File: config.mk
export PLATFORM = sky130hd
export DESIGN_NAME = snake_game_ctrl
export DESIGN_NICKNAME = d
export VERILOG_FILES = /design/src/rtl/snake_game_ctrl.sv
export SDC_FILE = /design/constraint.sdc
export NUM_CORES = 1
export LEC_CHECK = 0
export ABC_CLOCK_PERIOD_IN_PS = 4100
export BUFFER_PORTS_ARGS = -buffer_cell sky130_fd_sc_hd__buf_4
export CAP_MARGIN = 10
export CORE_MARGIN = 2
export CORE_UTILIZATION = 30
export CTS_CLUSTER_DIAMETER = 30
export CTS_CLUSTER_SIZE = 30
export DETAILED_ROUTE_END_ITERATION = 6
export PLACE_DENSITY = 0.6
export SYNTH_ARGS = -nofsm -noshare
export SYNTH_HDL_FRONTEND = slang
export SYNTH_SLANG_ARGS = --single-unit
File: constraint.sdc
create_clock -name clk -period 4.1 [get_ports clk]
set_clock_uncertainty 0.1 [all_clocks]
set_input_delay 0.82 -clock clk [delete_from_list [all_inputs] [get_ports clk]]
set_output_delay 0.82 -clock clk [all_outputs]
set_load 0.01 [all_outputs]
File: src/rtl/snake_game_ctrl.sv
// Game controller around moving_snake: owns the committed snake body, paces moves
// with a step tick, and handles direction arbitration, food, growth, score and game over.
module snake_game_ctrl #(
  parameter int max_len         = 16,
  parameter int num_len         = 10,
  parameter int width           = 32,
  parameter int height          = 24,
  parameter int max_len_bit_len = 4,
  parameter int init_len        = 5,
  parameter int tick_div        = 25000000
) (
  input  logic                         clk,
  input  logic                         rst_n,
  input  logic                         start,
  input  logic [1:0]                   di_req,
  input  logic                         di_req_valid,
  input  logic [max_len*num_len-1:0]   next_pos_num,
  input  logic                         should_stop,
  output logic [1:0]                   di,
  output logic [max_len_bit_len-1:0]   len,
  output logic [max_len*num_len-1:0]   pos_num,
  output logic [num_len-1:0]           food_pos,
  output logic [7:0]                   score,
  output logic [1:0]                   state,
  output logic                         step
);

  localparam int body_w    = max_len * num_len;
  localparam int tw        = (tick_div > 1) ? $clog2(tick_div) : 1;
  localparam int len_cap_i = (max_len < (1 << max_len_bit_len) - 1) ? max_len
                                                                   : (1 << max_len_bit_len) - 1;
  localparam logic [max_len_bit_len-1:0] len_cap   = max_len_bit_len'(len_cap_i);
  localparam logic [max_len_bit_len-1:0] len_init  = max_len_bit_len'(init_len);
  localparam logic [num_len-1:0]         food_init = num_len'(12 * width + 20);
  localparam logic [9:0]                 cells     = 10'(width * height);
  localparam logic [tw-1:0]              tick_last = tw'(tick_div - 1);

  function automatic logic [body_w-1:0] init_body();
    logic [body_w-1:0] b;
    b = '1;
    for (int i = 0; i < init_len; i++)
      b[i*num_len +: num_len] = num_len'(12 * width + init_len - 1 - i);
    return b;
  endfunction

  localparam logic [body_w-1:0] body_init = init_body();

  typedef enum logic [1:0] {
    S_IDLE = 2'b00,
    S_RUN  = 2'b01,
    S_FOOD = 2'b10,
    S_OVER = 2'b11
  } state_t;

  state_t             st;
  logic [1:0]         pend;
  logic [tw-1:0]      tick;
  logic [9:0]         lfsr;
  logic               start_q;
  logic               start_rise;
  logic               req_ok;
  logic               self_hit;
  logic               food_hit;
  logic [9:0]         cand10;
  logic [num_len-1:0] cand;

  assign state      = st;
  assign start_rise = start & ~start_q;
  // di_req_valid is a one-cycle strobe with no ready: every strobe is sampled,
  // and a request reversing the current direction is silently dropped.
  assign req_ok     = di_req_valid && (di_req != {di[1], ~di[0]});

  assign cand10 = (lfsr < cells) ? lfsr : lfsr - cells;
  assign cand   = num_len'(cand10);

  always_comb begin
    self_hit = 1'b0;
    for (int k = 1; k < max_len; k++)
      if (k < int'(len) && next_pos_num[k*num_len +: num_len] == next_pos_num[0 +: num_len])
        self_hit = 1'b1;
  end

  always_comb begin
    food_hit = 1'b0;
    for (int i = 0; i < max_len; i++)
      if (i < int'(len) && pos_num[i*num_len +: num_len] == cand)
        food_hit = 1'b1;
  end

  always_ff @(posedge clk or negedge rst_n) begin
    if (!rst_n) begin
      st       <= S_IDLE;
      di       <= 2'b01;
      pend     <= 2'b01;
      len      <= len_init;
      pos_num  <= body_init;
      food_pos <= food_init;
      score    <= 8'd0;
      step     <= 1'b0;
      tick     <= '0;
      lfsr     <= 10'h001;
      start_q  <= 1'b0;
    end else begin
      start_q <= start;
      lfsr    <= {lfsr[8:0], lfsr[9] ^ lfsr[6]};
      step    <= 1'b0;
      if (st != S_OVER && req_ok)
        pend <= di_req;
      case (st)
        S_IDLE: begin
          tick <= '0;
          if (start_rise)
            st <= S_RUN;
        end
        S_RUN: begin
          if (tick == tick_last) begin
            tick <= '0;
            if (should_stop || self_hit) begin
              st <= S_OVER;
            end else begin
              // di takes the pend value from before any same-edge request.
              pos_num <= next_pos_num;
              di      <= pend;
              step    <= 1'b1;
              if (next_pos_num[0 +: num_len] == food_pos) begin
                if (len < len_cap)
                  len <= len + 1'b1;
                if (score != 8'hFF)
                  score <= score + 8'd1;
                st <= S_FOOD;
              end
            end
          end else begin
            tick <= tick + 1'b1;
          end
        end
        S_FOOD: begin
          if (!food_hit) begin
            food_pos <= cand;
            st       <= S_RUN;
          end
        end
        S_OVER: begin
          if (start_rise) begin
            st       <= S_IDLE;
            di       <= 2'b01;
            pend     <= 2'b01;
            len      <= len_init;
            pos_num  <= body_init;
            food_pos <= food_init;
            score    <= 8'd0;
            tick     <= '0;
          end
        end
        default: st <= S_IDLE;
      endcase
    end
  end

endmodule

==> metrics.md <==
| Metric | Value |
|---|---|
| Hpwl dp | 41300 um |
| Crit-path max FO | 36 |
| Number of routed nets with antenna violations | 0 |
| Number of iterations in the first detailed-routing pass | 5 |
| Achievable frequency | 276 MHz |
| Post CTS Setup Buffer Count | 0 |
| Largest net degree at the start of global routing | 90 |
| Leading area contributor after synthesis | dfstp_2 |
| Status | complete, no violations |
| Yosys top cell area share | 0.274 |
| I/O pins | 354 |
| Clock sink count | 225 |
| Largest family of logic cells by synthesized area | XOR/XNOR gates |
| Total global routing overflow | 0 |
| Global-route wire length before repair | 81200 um |
| Dpl cell area | 16100 sq um |
| R2R depth | 10 |
| Synth Area in Compound Gates | 0.162 |
| Startpoint Class | register |
| Worst R2R Start | len[1]$_DFFE_PN0P_ |
| Synth Area in Simple Gates | 0.130 |
| Rel. slew slack | 0.387 |
| Final setup viols | 0 |
| H-Tree Level Count | 3 |
| TNS Setup | 0 ns |
| Rows | 75 |
| Post-route cell area | 18400 sq um |
| Vias per inst | 5.43 |
| Fin nets | 1761 |
| Drt drc | 0 |
| Initial core utilization | 0.305 |
| Synth Area in XOR/XNOR | 0.204 |
| Critical path type | register to register |
| Die Ht | 211 um |
| Fin. max-slew vios | 0 |
| Clock slew at reported path FFs | 0.04 ns |
| Initial antenna violation count | 5 |
| Flop and latch count out of synthesis | 225 |
| Crit end category | register |
| Post-CTS Resized | 0 |
| Core area | 42100 sq um |
| Post-synth EDFFs | 0 |
| Synth cell types | 60 |
| Worst-Margin Slew | 0.915 ns |
| Maxcap violations | 0 |
| Share of cells above drive strength 1 | 0.400 |
| CP Data Arrival Time | 4.03 ns |
| P_leak | 7.83 nW |
| Clock Latency Late Sink | 0.57 ns |
| Fill count | 4038 |
| RSZ-0062 raised after global routing | no |
| Post-Syn Area per Cell | 10.6 sq um |
| Post-layout min period | 3.63 ns |
| Clk root buf | clkbuf_16 |
| Clock buffer depth | 3 |
| Max VDD drop | 276 uV |
| Final Cycle Share | 0.885 |
| Buffers on Ports | 353 |
| Initial DRC count | 997 |
| Post-Synth Adder-Cell Area | 0.00468 |
| Async S/R FF share, synth | 1.00 |
| Ys Warns | 0 |
| Routed WL | 56000 um |
| Hold WC Path Type | input pin to asynchronous set/reset pin |
| Routed len/inst | 25.6 um |
| Setup slack, reg-to-reg | 0.47 ns |
| R2r endpoint | pos_num[11]$_DFFE_PN1P_ |
| Chip width | 211 um |
| Mux cell area share after synthesis | 0.00331 |
| Vias | 11900 |
| Most used DFF post-synth | dfstp_2 |
| Post-CTS Hold Buffers | 0 |
| PwrDens | 506 nW/um^2 |
| Seq/Total Area, Yosys | 0.451 |
| Global-route usage over all layers | 0.248 |
| Layout area overhead | 43.0% |
| CTS Buf Count | 66 |
| Number of hold violations in the final report | 0 |
| DIE AREA | 44500 sq um |
| Tot Pwr | 0.00929 W |
| Number of global-route vias before repair | 12100 |
| GPL Wtd Cong | 0.945 |
| CP required | 4.50 ns |
| Gate count after technology mapping | 1212 |
| TritonCTS clock tree | built |
| Syn nets | 1383 |
| Synth area leaders | dfstp_2 (27%), dfrtp_1 (18%), xnor2_1 (12%) |
| Mapped Area | 12800 sq um |
cell usage in the layout (no fill, tap or decap), types with 4 or more instances in the layout:
master     count
nor2_1        49
nand2b_1      14
bufinv_16      4
xor2_1       117
buf_12         7
clkbuf_16     66
nor3_1        42
a22o_1        36
o22ai_1       13
o2111ai_1      5
ha_1           4
clkbuf_1      14
nor4_1        25
a21o_1         4
a31oi_1        5
and3_1        13
clkinv_2      13
xnor2_1      182
clkbuf_8      14
dfstp_2      134
nand4_1       46
or4_1         11
and2_1         4
a21oi_1       25
o22a_1       125
o21ai_0       22
nand2_1       29
inv_1         13
nand3_1       51
buf_4        394
dfrtp_1       91
o21ai_1        7
report_power, final:
group | switching (W) | internal [W]
clock network | 0.00155 | 0.00347
registers | 0.000305 | 0.00259
logic | 0.000641 | 0.000733
total | 0.00250 | 0.00679
logic make-up after synthesis:
group,count (synthesis)
compound gates,265
xor+xnor,299
fa+ha+maj,5
buf+inv,106
flops,225
mux,4
simple gates,308
synth_stat cells, types with 7 or more instances:
cell type,number
nand3_1,52
nor4_1,25
and3_1,13
dfrtp_1,91
inv_1,13
o22a_1,125
nor3_1,42
nand4_1,46
nand2_1,29
a22o_1,36
dfstp_2,134
o21ai_0,22
a21oi_1,25
buf_4,16
or4_1,11
buf_2,46
buf_6,8
nand2b_1,14
xor2_1,117
xnor2_1,182
nor2_1,49
clkbuf_1,16
o21ai_1,7
o22ai_1,13
routing by layer:
| metal | share of wire | track usage | vias up | wire [um] |
|---|---|---|---|---|
| met5 | 0.00039 | 0 | - | 22 |
| met4 | 0.042 | 0.105 | 4 | 2360 |
| met3 | 0.082 | 0.0681 | 140 | 4610 |
| met2 | 0.47 | 0.402 | 570 | 26500 |
| met1 | 0.40 | 0.310 | 5958 | 22500 |
| li1 | - | - | 5195 | - |
flip-flops by register name, indices dropped and copies added, names as in the netlist:
register / flops
score: 8
start_q: 1
state: 2
pos_num: 160
lfsr: 10
tick: 25
di: 2
step: 1
food_pos: 10
len: 4
pend: 2
worst max-delay path by stage:
stage	slack, ns	cells after the start	endpoint	from
floorplan	0.93	9	score[3]$_DFFE_PN0P_	next_pos_num[0]
global placement	0.28	10	pos_num[114]$_DFFE_PN1P_	next_pos_num[4]
detailed placement	0.30	10	pos_num[52]$_DFFE_PN1P_	next_pos_num[4]
CTS	0.49	10	pos_num[11]$_DFFE_PN1P_	len[1]$_DFFE_PN0P_
global route	0.32	10	pos_num[11]$_DFFE_PN1P_	len[1]$_DFFE_PN0P_
finish	0.47	10	pos_num[11]$_DFFE_PN1P_	len[1]$_DFFE_PN0P_
worst max-delay path: stages, from the launching register on:
cell	delay (ns)
dfrtp_1	0.55
ha_1	0.41
or3_1	0.40
nand4_1	0.11
nor3_1	0.09
nor4_1	0.46
and2_1	0.29
nand3_1	0.17
a21oi_4	0.26
buf_4	0.46
o22a_1	0.22
final cells by class:
cell class / count / area, sq um / area share
Antenna cell: 3 / 7.51 / 0.000409
Clock buffer: 94 / 1900 / 0.103
Clock inverter: 27 / 334 / 0.0182
Inverter: 14 / 52.6 / 0.00286
Multi-Input combinational cell: 881 / 6490 / 0.353
Sequential cell: 225 / 5800 / 0.316
Tap cell: 539 / 674 / 0.0367
Timing Repair Buffer: 402 / 3110 / 0.169
per-stage QoR:
stage / cells / setup WS, ns / utilization / hold WS (ns)
after floorplan: 1212 / 0.934 / - / 0.249
after global placement: 2061 / 0.278 / 0.383 / 0.381
after detailed placement: 2061 / 0.301 / 0.383 / 0.390
after CTS: 2182 / 0.494 / 0.436 / 0.142
after global routing: 2184 / 0.319 / 0.436 / 0.159
final: 2185 / 0.472 / 0.436 / 0.109
Note: power is estimated with default switching activity, not from simulation.
